File: src/rtl/xdma_xfer_seq.sv
// ---------------------------------------------------------------------------
// xdma_xfer_seq
//
// Per-channel DMA transfer sequencer placed directly in front of the DMA data
// converter. One descriptor (mode, SRAM start address, beat count) is loaded
// with cfg_start. The sequencer then drives the converter's GIF request side
// one beat at a time and holds dma_mode stable for the whole transfer.
//
//   Write modes (any mode other than 3/4): beats stream from the external-bus
//   read FIFO (in_*) straight into SRAM. mdata/mwstrb are a zero-latency
//   passthrough of in_data/in_strb.
//   Read modes (3 = IOB0->mem, 4 = IOB1->mem): SRAM data returned on sdata is
//   captured into a 1-deep output buffer (out_*) for the external-bus write
//   path.
//
// Ports
//   xclk, xreset_n      clock, asynchronous active-low reset
//   cfg_start           one-cycle pulse, loads the descriptor when idle
//   cfg_mode            DMA mode code
//   cfg_sram_addr       first SRAM word address
//   cfg_len             number of beats (0 = empty transfer)
//   cfg_abort           stop after the current cycle
//   busy, done          transfer in progress / one-cycle completion pulse
//   beat_cnt            beats completed in the current or last transfer
//   in_valid/in_data/in_strb/in_ready   write-mode source beat
//   out_valid/out_data/out_ready        read-mode sink beat
//   dma_mode, maddr_sram_start          registered descriptor to converter
//   maddr, mread, mwrite, mdata, mwstrb GIF request
//   saccept, svalid, sdata, mready      GIF response
// ---------------------------------------------------------------------------
module xdma_xfer_seq #(
    parameter int unsigned DWIDTH = 128,
    parameter int unsigned LENW   = 16
) (
    input  logic                  xclk,
    input  logic                  xreset_n,

    input  logic                  cfg_start,
    input  logic [3:0]            cfg_mode,
    input  logic [31:0]           cfg_sram_addr,
    input  logic [LENW-1:0]       cfg_len,
    input  logic                  cfg_abort,
    output logic                  busy,
    output logic                  done,
    output logic [LENW-1:0]       beat_cnt,

    input  logic                  in_valid,
    input  logic [DWIDTH-1:0]     in_data,
    input  logic [DWIDTH/8-1:0]   in_strb,
    output logic                  in_ready,

    output logic                  out_valid,
    output logic [DWIDTH-1:0]     out_data,
    input  logic                  out_ready,

    output logic [3:0]            dma_mode,
    output logic [31:0]           maddr_sram_start,
    output logic [31:0]           maddr,
    output logic                  mread,
    output logic                  mwrite,
    output logic [DWIDTH-1:0]     mdata,
    output logic [DWIDTH/8-1:0]   mwstrb,
    input  logic                  saccept,
    input  logic                  svalid,
    input  logic [DWIDTH-1:0]     sdata,
    output logic                  mready
);

    typedef enum logic [1:0] {
        IDLE = 2'd0,
        RUN  = 2'd1,
        FIN  = 2'd2
    } state_e;

    localparam logic [3:0] MODE_IOB0_TO_MEM = 4'd3;
    localparam logic [3:0] MODE_IOB1_TO_MEM = 4'd4;

    state_e               state_q, state_d;
    logic [3:0]           mode_q, mode_d;
    logic [31:0]          sram_start_q, sram_start_d;
    logic [31:0]          maddr_q, maddr_d;
    logic [LENW-1:0]      len_q, len_d;
    logic [LENW-1:0]      beat_cnt_q, beat_cnt_d;
    logic                 out_valid_q, out_valid_d;
    logic [DWIDTH-1:0]    out_data_q, out_data_d;
    logic                 done_q, done_d;

    logic                 is_read;
    logic                 last_beat;
    logic                 beat;

    assign is_read   = (mode_q == MODE_IOB0_TO_MEM) || (mode_q == MODE_IOB1_TO_MEM);
    // Only meaningful in RUN, where len_q is known to be non-zero.
    assign last_beat = (beat_cnt_q == (len_q - LENW'(1)));

    // State and datapath registers; everything returns to zero on reset,
    // so an in-flight beat is simply dropped.
    always_ff @(posedge xclk or negedge xreset_n) begin
        if (!xreset_n) begin
            state_q      <= IDLE;
            mode_q       <= '0;
            sram_start_q <= '0;
            maddr_q      <= '0;
            len_q        <= '0;
            beat_cnt_q   <= '0;
            out_valid_q  <= 1'b0;
            out_data_q   <= '0;
            done_q       <= 1'b0;
        end else begin
            state_q      <= state_d;
            mode_q       <= mode_d;
            sram_start_q <= sram_start_d;
            maddr_q      <= maddr_d;
            len_q        <= len_d;
            beat_cnt_q   <= beat_cnt_d;
            out_valid_q  <= out_valid_d;
            out_data_q   <= out_data_d;
            done_q       <= done_d;
        end
    end

    // Next-state and request logic. A beat completes only on a full
    // handshake; without it the request stays up and nothing advances.
    always_comb begin
        state_d      = state_q;
        mode_d       = mode_q;
        sram_start_d = sram_start_q;
        maddr_d      = maddr_q;
        len_d        = len_q;
        beat_cnt_d   = beat_cnt_q;
        out_valid_d  = out_valid_q;
        out_data_d   = out_data_q;
        done_d       = 1'b0;
        mread        = 1'b0;
        mwrite       = 1'b0;
        mready       = 1'b0;
        in_ready     = 1'b0;
        beat         = 1'b0;

        // The output buffer drains in any state, so a beat captured just
        // before an abort is still delivered.
        if (out_ready) begin
            out_valid_d = 1'b0;
        end

        case (state_q)
            IDLE: begin
                if (cfg_start) begin
                    mode_d       = cfg_mode;
                    sram_start_d = cfg_sram_addr;
                    maddr_d      = cfg_sram_addr;
                    len_d        = cfg_len;
                    beat_cnt_d   = '0;
                    state_d      = (cfg_len == '0) ? FIN : RUN;
                end
            end

            RUN: begin
                if (is_read) begin
                    // Request only when the buffer has room this cycle,
                    // either empty or being emptied right now.
                    mread  = ~out_valid_q | out_ready;
                    mready = mread;
                    beat   = mread & saccept & svalid;
                    if (beat) begin
                        out_data_d  = sdata;
                        out_valid_d = 1'b1;
                    end
                end else begin
                    mwrite   = in_valid;
                    mready   = 1'b1;
                    beat     = in_valid & saccept & svalid;
                    in_ready = beat;
                end

                if (beat) begin
                    maddr_d    = maddr_q + 32'd1;
                    beat_cnt_d = beat_cnt_q + LENW'(1);
                end

                if (cfg_abort || (beat && last_beat)) begin
                    state_d = FIN;
                end
            end

            FIN: begin
                // Reads hold off completion until the last beat has left
                // the output buffer.
                if (!(is_read && out_valid_q)) begin
                    state_d = IDLE;
                    done_d  = 1'b1;
                end
            end

            default: begin
                state_d = IDLE;
            end
        endcase
    end

    assign busy             = (state_q == RUN) || (state_q == FIN);
    assign done             = done_q;
    assign beat_cnt         = beat_cnt_q;
    assign out_valid        = out_valid_q;
    assign out_data         = out_data_q;
    assign dma_mode         = mode_q;
    assign maddr_sram_start = sram_start_q;
    assign maddr            = maddr_q;
    assign mdata            = in_data;
    assign mwstrb           = in_strb;

endmodule
File: config.mk
export PLATFORM = sky130hd
export DESIGN_NAME = xdma_xfer_seq
export DESIGN_NICKNAME = d
export VERILOG_FILES = /design/src/rtl/xdma_xfer_seq.sv
export SDC_FILE = /design/constraint.sdc
export NUM_CORES = 1
export LEC_CHECK = 0
export ABC_AREA = 1
export CELL_PAD_IN_SITES_DETAIL_PLACEMENT = 0
export CELL_PAD_IN_SITES_GLOBAL_PLACEMENT = 1
export CORE_AREA = 2 2 273 275
export CTS_CLUSTER_DIAMETER = 80
export DETAILED_ROUTE_END_ITERATION = 10
export DIE_AREA = 0 0 275 277
export GPL_TIMING_DRIVEN = 0
export MAX_ROUTING_LAYER = met4
export PLACE_DENSITY = 0.5
export SLEW_MARGIN = 40
export SYNTH_ARGS = -nofsm -noshare
export SYNTH_HDL_FRONTEND = slang
export SYNTH_SLANG_ARGS = --single-unit
File: constraint.sdc
create_clock -name xclk -period 2.8 [get_ports xclk]
set_input_delay 0.56 -clock xclk [delete_from_list [all_inputs] [get_ports xclk]]
set_output_delay 0.56 -clock xclk [all_outputs]
set_load 0.02 [all_outputs]
Yosys cells after proc, flatten, opt, wreduce, memory -nomap -nowiden
Cells that the tools add are included.

operators by class
  $add $sub $neg = 3
  multipliers = 0
  div/mod/pow operators = 0
  $lt $le $gt $ge = 0
  equality and inequality tests = 9
  shifts and indexed selects = 0
  mux-type cells = 27
  bitwise logic cells = 6
  reduce and logical (&&, ||, !) cells = 12

operators with widths
  kind                   count
  $mux 32                2
  $pmux 32 s2            1
  $add 32x1->32 const B  1
  $mux 16                2
  $pmux 16 s2            1
  $add 16x1->16 const B  1
  $eq 16x16->1           1
  $logic_not 16->1       1
  $mux 1                 16
  $sub 16x1->16 const B  1
  $reduce_and 3->1       3
  $mux 2                 4
  $ne 2x2->1 const B     4
  $pmux 2 s3             1
  $and 1x1->1            4
  $eq 4x2->1 const B     1
  $eq 4x3->1 const B     1
  $logic_or 1x1->1       3
  $eq 2x1->1 const B     1
  $eq 2x2->1 const B     1
  $logic_and 1x1->1      2
  $logic_not 2->1        1
  $reduce_and 2->1       1
  $reduce_bool 2->1      1
  other kinds (2)        2

word-level totals
  bits in registers = 232
  bits in latches = 0
  memory bits (writable) = 0
  bits in read-only memories = 0
  bits of input ports = 332
  output and inout bits = 363
  logic and storage cells = 66
  memories kept = 0

Longest topological paths before layout
Gate-level depths: netlist of the first run.

  depth after elaboration = 10
  gate-level depth with buffers = 15
  mapped depth without buffers = 15

Least setup slack after synthesis of the first run
Ideal clock, no wire load.

  path kind = reg2out
  start point = register state_q[1]
  end point = output mread
  data arrival time = 1,507 ps
  data required time = 2,240 ps
  setup slack = 733 ps
  stages on the path, launching flop included = 6
  path buffers = 1
  path through = dfrtp_1 > inv_1 > ha_1 > inv_2 > clkbuf_1 > nor3_1

on the way
  longest elaborated chain between the ends = 2

ends and longest elaborated chain
  element                 line  text
  start, declared         78    state_e state_q, state_d;
  start signal, assigned  110   state_q <= state_d;
  $eq 2x1->1              146   case (state_q)
  $mux 1                  146
  end, declared           59    output logic mread,

No other way between the ends.

Worst setup path after layout of the first run
  start point = input saccept
  end point = output in_ready

on the way
  longest elaborated chain between the ends = 4

ends and longest elaborated chain
  element                    line  text
  start, declared            63    input logic saccept,
  $and 1x1->1 (2 in series)  172   beat = in_valid & saccept & svalid;
  $mux 1                     159   if (is_read) begin
  $mux 1                     146
  end, declared              50    output logic in_ready,

No other way between the ends.

==> flow_summary_export.csv, run 1 <==
group,metric,value,unit
worst_setup_path,cp-end-kind,"output pin",
place,place_congestion,0.815,
final_layout,fill_cells,7820,
cts,clk_path_buf_depth,3,
cts,numClockSinks,232,
synthesis,ys_ff_latch,232,
cts,cts_buffers,36,
cts,cts_setup_buffers,0,
cts,clock_latency,0.56,ns
synthesis,avgSynthCellArea,9.90,sq um
drt,wl_per_cell,18.9,um
drt,highest_layer,"met4",
drt,vias,10600,
floorplan,start_util,16.4,%
final_layout,area_growth,66.9,%
cts,htree_levels,2,
worst_setup_path,cpPeakStageDelay,0.46,ns
synthesis,synth_warnings,0,
floorplan,num_rows,100,
synthesis,synth_compound_area_share,6.71,%
synthesis,ys_seq_area_share,48.1,%
drt,routed_wl,53.1,mm
cts,clock-root-buffer,"clkbuf_16",
synthesis,synth_nets,1556,
synthesis,synth_cell_types,45,
drt,viasPerCell,3.77,
power,power.density,978,mW/mm^2
worst_setup_path,slowest_stage,"clkdlybuf4s50_1",
cts,tritoncts,"yes",
worst_setup_path,startpoint_type,"input pin",
sta,report.final.slew_viol_count,0,
final_layout,most-common-layout-cells,"clkdlybuf4s50_1 (545), dfrtp_1 (232), nand2_1 (188), mux2_2 (147), buf_4 (145)",
cts,path_clk_slew,0.06,ns
sta,fin_worst_skew,0.0298,ns
synthesis,synth_xor_xnor_area_share,1.45,%
synthesis,synth_mux_area_share,13.7,%
worst_setup_path,cp.arrival,2.13,ns
sta,setup_viol,0,
final_layout,drive_gt1_share,24.1,%
floorplan,die_w,275,um
sta,maxSlewHeadroom,43.2,%
power,ir_drop,0.000487,V
worst_setup_path,path_cells,"clkdlybuf4s50_1 -> inv_1 -> nor3_1 -> nand2_2 -> nor2_4 -> dlygate4sd2_1",
hold_path,hold_path.class,"input pin to async pin",
power,power,19.7,mW
run,drv_cap,0,
grt,antenna_found_initial,5,
synthesis,yosys.area_share.simple,14.6,%
drt,drt_pass1_iterations,4,
floorplan,pin_count,695,
worst_setup_path,cp_max_fo,3,
worst_setup_path,critPathKind,"input pin to output pin",
sta,layout_setup_ws,0.111,ns
status,outcome,"finished clean",
final_layout,num-nets-final,2148,
final_layout,final_common_cell,"clkdlybuf4s50_1",
grt,grt_pass1_wl,76.7,mm
drt,wl_met2,26.0,mm
drt,postRouteAntennaNets,0,
grt,gr-usage-all-layers,14.1,%
synthesis,netlist_area,0.0121,sq mm
sta,rsz0062_at_grt,"false",
synthesis,netlist_instances,1218,
synthesis,synth_top_family_by_area,"buffers and inverters",
sta,fin_crit,2.69,ns
drt,met3WireLength,5.23,mm
sta,worstMarginPinSlew,0.852,ns
place,hpwl,42.8,mm
sta,hold_viol_final,0,
worst_setup_path,crit_required,2.24,ns
sta,max_freq,372,MHz
drt,drc,0,
floorplan,coreArea,0.0736,sq mm
floorplan,die_area,0.0762,sq mm
place,preCtsSetupSlack,-0.711,ns
grt,grt_pass1_vias,11300,
drt,drt_iter0_drc,543,
drt,met1Wirelength,21.1,mm
grt,grt_max_degree,67,
power,p_leak,8.95,nW
grt,overflow,0,
synthesis,synth_adder_area_share,0.622,%
floorplan,die_y,277,um
place,portBuffers,550,
sta,layout_worst_path_cycle_share,96.0,%
==> what timing repair did <==
item | CTS | global route
endpoints found under the setup margin | 14 | 4
gates resized for setup | 15 | 7
hold buffers | 1 | 0
endpoints found under the hold margin | 6 | 0
==> critical path, delay by kind of cell <==
| kind | cells | cell delay (ns) |
|---|---|---|
| AND/OR/NAND/NOR | 3 | 0.69 |
| buffers and inverters | 3 | 0.87 |
==> sequential cells by signal, summed over array words and instances, names as in the netlist <==
name and count:
out_data 128, maddr 32, maddr_sram_start 32, beat_cnt 16, len_q 16, dma_mode 4
state_q 2, done 1, out_valid 1
==> power by group <==
| part | total (mW) | switching, mW | internal (mW) |
|---|---|---|---|
| logic | 9.44 | 5.28 | 4.16 |
| clock network | 4.57 | 1.80 | 2.77 |
| registers | 5.68 | 1.03 | 4.65 |
| total | 19.7 | 8.11 | 11.6 |
==> Yosys cell counts, drive strengths merged <==
master	number	share of area [%]
clkbuf	12	0.37
a31oi	5	0.26
a211oi	1	0.062
nor3	20	1.2
o22ai	6	0.31
o21ai	86	3.6
nor2	79	3.2
o21a	2	0.12
xor2	14	1.0
ha	6	0.62
nand2	197	6.4
inv	114	3.5
buf	170	11
o211ai	5	0.31
a21oi	35	1.5
a31o	1	0.073
nand3b	3	0.19
a21boi	1	0.062
nand3	45	2.1
nand4	18	1.1
a22oi	5	0.39
clkinv	1	0.031
xnor2	6	0.44
or2	5	0.26
dfrtp	232	48
mux2	147	14
and2	1	0.052
nor3b	1	0.10
==> routing by layer <==
metal | vias to the layer above | GRT usage [%]
met5 | - | -
met4 | 0 | 2.63
met3 | 48 | 5.27
met2 | 410 | 23.6
met1 | 5065 | 16.2
li1 | 5057 | -
==> final timing paths <==
kind | startpoint | endpoint | slack, ns | cells past startpoint
min reg2reg | maddr_sram_start[30] | maddr_sram_start[30] | 0.49 | 2
max | saccept | in_ready | 0.11 | 6
max reg2reg | state_q[0] | len_q[9] | 0.36 | 6
max in group asynchronous | xreset_n | len_q[11] | 1.24 | 5
min | xreset_n | out_data[61] | 0.38 | 2
min in group xclk | maddr_sram_start[30] | maddr_sram_start[30] | 0.49 | 2
==> final cells by class <==
class	count	area, sq um	share of cell area [%]
inverters	115	434	2.16
diodes	5	12.5	0.0622
flip-flops and latches	232	5810	28.8
multi-input cells	689	4500	22.3
clock inverters	15	225	1.12
clock buffers	49	980	4.87
repair buffers	555	5610	27.9
well taps	969	1210	6.02
plain buffers	181	1350	6.71
==> metrics by stage <==
stage / hold slack (ns) / cell area [sq um] / setup TNS (ns) / utilization [%] / cells
floorplan: 0.264 / 12100 / 0 / - / 1218
global placement: 0.472 / 18800 / -2406.14 / 25.5 / 2737
detailed placement: 0.356 / 18900 / -9.41 / 25.7 / 2741
CTS: 0.338 / 20100 / 0 / 27.4 / 2805
global route: 0.364 / 20100 / 0 / 27.4 / 2809
finish: 0.380 / 20100 / 0 / 27.4 / 2810
==> cells by family after synthesis <==
kind of cell | Yosys count
flops | 232
compound gates | 147
fa+ha+maj | 6
xor+xnor | 20
mux | 147
buf+inv | 297
simple gates | 369
(Power assumes the default switching activity.)
==> run 2, diff against run 1 <==
--- a/config.mk
+++ b/config.mk
@@ -13,6 +13,7 @@
 export DETAILED_ROUTE_END_ITERATION = 10
 export DIE_AREA = 0 0 275 277
 export GPL_TIMING_DRIVEN = 0
+export HOLD_SLACK_MARGIN = 0.05
 export MAX_ROUTING_LAYER = met4
 export PLACE_DENSITY = 0.5
 export SLEW_MARGIN = 40
==> results of run 2 <==
Same layout as run 1: the final DEF is identical, and so are final timing and power.
==> run 3, diff against run 2 <==
--- a/config.mk
+++ b/config.mk
@@ -8,14 +8,14 @@
 export ABC_AREA = 1
 export CELL_PAD_IN_SITES_DETAIL_PLACEMENT = 0
 export CELL_PAD_IN_SITES_GLOBAL_PLACEMENT = 1
-export CORE_AREA = 2 2 273 275
+export CORE_AREA = 10 10 265 267
 export CTS_CLUSTER_DIAMETER = 80
 export DETAILED_ROUTE_END_ITERATION = 10
 export DIE_AREA = 0 0 275 277
 export GPL_TIMING_DRIVEN = 0
 export HOLD_SLACK_MARGIN = 0.05
 export MAX_ROUTING_LAYER = met4
-export PLACE_DENSITY = 0.5
+export PLACE_DENSITY = 0.56
 export SLEW_MARGIN = 40
 export SYNTH_ARGS = -nofsm -noshare
 export SYNTH_HDL_FRONTEND = slang
==> flow_summary_export.csv, run 3 (synthesized netlist as in run 1, its figures left out) <==
group,metric,value,unit
status,outcome,"finished clean",
floorplan,coreArea,0.0652,sq mm
sta,layout_setup_ws,0.145,ns
worst_setup_path,reg2reg_from,"out_valid",
final_layout,num-nets-final,2147,
grt,antenna_found_initial,9,
place,preCtsSetupSlack,-0.933,ns
grt,grt_max_degree,66,
drt,viasPerCell,3.96,
worst_setup_path,startpoint_type,"register",
cts,path_clk_slew,0.05,ns
floorplan,start_util,18.5,%
sta,rsz0062_at_grt,"false",
grt,grt_pass1_vias,11600,
worst_setup_path,crit_path_end,"mread",
sta,layout_worst_path_cycle_share,94.8,%
sta,worstMarginPinSlew,0.660,ns
cts,clock_latency,0.54,ns
drt,wl_per_cell,21.3,um
worst_setup_path,path_buf_inv,3,
final_layout,area_growth,65.6,%
power,power.density,985,mW/mm^2
sta,fin_worst_skew,0.0209,ns
worst_setup_path,cp_max_fo,18,
sta,fin_crit,2.65,ns
floorplan,pin_count,695,
place,place_congestion,0.828,
final_layout,drive_gt1_share,24.3,%
worst_setup_path,cp.arrival,2.09,ns
final_layout,post-route-util,30.7,%
drt,drt_pass1_iterations,5,
sta,maxSlewHeadroom,55.7,%
worst_setup_path,r2r-end,"maddr[23]",
floorplan,die_y,277,um
cts,cts_setup_buffers,0,
floorplan,die_w,275,um
grt,overflow,0,
worst_setup_path,slowest_stage,"dfrtp_1",
power,power,19.7,mW
power,p_leak,8.94,nW
final_layout,most-common-layout-cells,"clkdlybuf4s50_1 (545), dfrtp_1 (232), nand2_1 (189), mux2_2 (147), buf_4 (145)",
sta,max_freq,377,MHz
drt,drt_iter0_drc,465,
worst_setup_path,crit_required,2.24,ns
worst_setup_path,cp-end-kind,"output pin",
hold_path,hold_path.class,"register to register",
place,dpl.cell_count,2635,
worst_setup_path,r2r_setup_slack,0.24,ns
worst_setup_path,critPathTopFamily,"buffers and inverters",
grt,gr-usage-all-layers,15.0,%
final_layout,largest_register_ffs,128,
worst_setup_path,worstRegToRegCells,9,
drt,routed_wl,57.6,mm
place,hpwl,47.8,mm
worst_setup_path,cp_num_cells,5,
worst_setup_path,path_cells,"inv_1 -> ha_4 -> inv_4 -> nor3_4 -> clkdlybuf4s15_2",
cts,tritoncts,"yes",
worst_setup_path,critPathKind,"register to output pin",
sta,setup_viol,0,
final_layout,fill_cells,6807,
cts,numClockSinks,232,
worst_setup_path,cp-startpoint,"state_q[1]",
worst_setup_path,cpPeakStageDelay,0.39,ns
grt,grt_pass1_wl,82.0,mm
power,ir_drop,0.000474,V
sta,fin_setup_tns,0,ns
cts,htree_levels,2,
floorplan,die_area,0.0762,sq mm
hold_path,holdPathStages,2,
cts,clock-root-buffer,"clkbuf_16",
sta,report.final.slew_viol_count,0,
place,portBuffers,550,
cts,cts_buffers,36,
cts,clk_path_buf_depth,3,
drt,postRouteAntennaNets,0,
floorplan,num_rows,94,
final_layout,final_common_cell,"clkdlybuf4s50_1",
drt,vias,10700,
final_layout,stdcell_count,2708,
drt,drc,0,
run,drv_cap,0,
sta,hold_viol_final,0,
[run 3: cell types whose count changed in the layout (fill, tap and decap cells not counted), moves of 2 or more]
cell / delta
clkinv_2: +2
nor3_1: -2
clkinv_16: -2
clkbuf_8: +4
inv_6: +3
clkinv_4: -2
clkbuf_2: +2
diode_2: +5
clkbuf_1: -5
buf_2: -3
[run 3: what timing repair did]
action                                  in CTS  in global routing
cloned                                       0                  0
hold buffers                                 1                  0
gates resized for setup                     13                  5
hold endpoints to repair                    46                  0
pin swaps                                    0                  1
endpoints found under the setup margin      14                  3
[run 3: stage by stage]
stage                     hold slack (ns)  area (sq um)
after global routing                0.513         20000
after detailed placement            0.475         18700
after floorplan                     0.264         12100
after global placement              0.472         18600
final                               0.483         20000
after CTS                           0.488         20000
[run 3: layout make-up]
cell class / count / area (sq um) / area share, %
sequential: 232 / 5810 / 29.1
timing repair buffer: 554 / 5590 / 28.0
multi-input combinational: 689 / 4510 / 22.6
buffer: 181 / 1350 / 6.76
tap: 864 / 1080 / 5.41
clock buffer: 49 / 1040 / 5.21
inverter: 115 / 434 / 2.17
clock inverter: 14 / 138 / 0.689
antenna: 10 / 25.0 / 0.125
[run 3: worst min path at each step]
stage / start / end / slack (ns)
finish: maddr_sram_start[27] / maddr_sram_start[27] / 0.48
global route: out_data[67] / out_data[67] / 0.51
CTS: maddr_sram_start[15] / maddr_sram_start[15] / 0.49
detailed placement: maddr_sram_start[15] / maddr_sram_start[15] / 0.48
global placement: maddr_sram_start[28] / maddr_sram_start[28] / 0.47
floorplan: xreset_n / beat_cnt[0] / 0.26
[run 3: where the power goes]
part / internal (mW) / switching [mW] / leakage [nW]
registers: 4.65 / 0.994 / 3.02
logic: 4.16 / 5.36 / 5.34
clock network: 2.79 / 1.70 / 0.586
total: 11.6 / 8.06 / 8.94
[run 3: worst min-delay path, stage by stage (launching register included)]
cell and delay (ns):
dfrtp_1 0.34, nand2_1 0.05, o21ai_0 0.06
[run 3: metal layers]
metal / wire length [um] / up-vias / track usage, %
li1: - / 5055 / -
met1: 22200 / 5192 / 16.7
met2: 28800 / 419 / 25.4
met3: 5710 / 59 / 5.43
met4: 900 / 0 / 2.93
met5: 0 / - / -
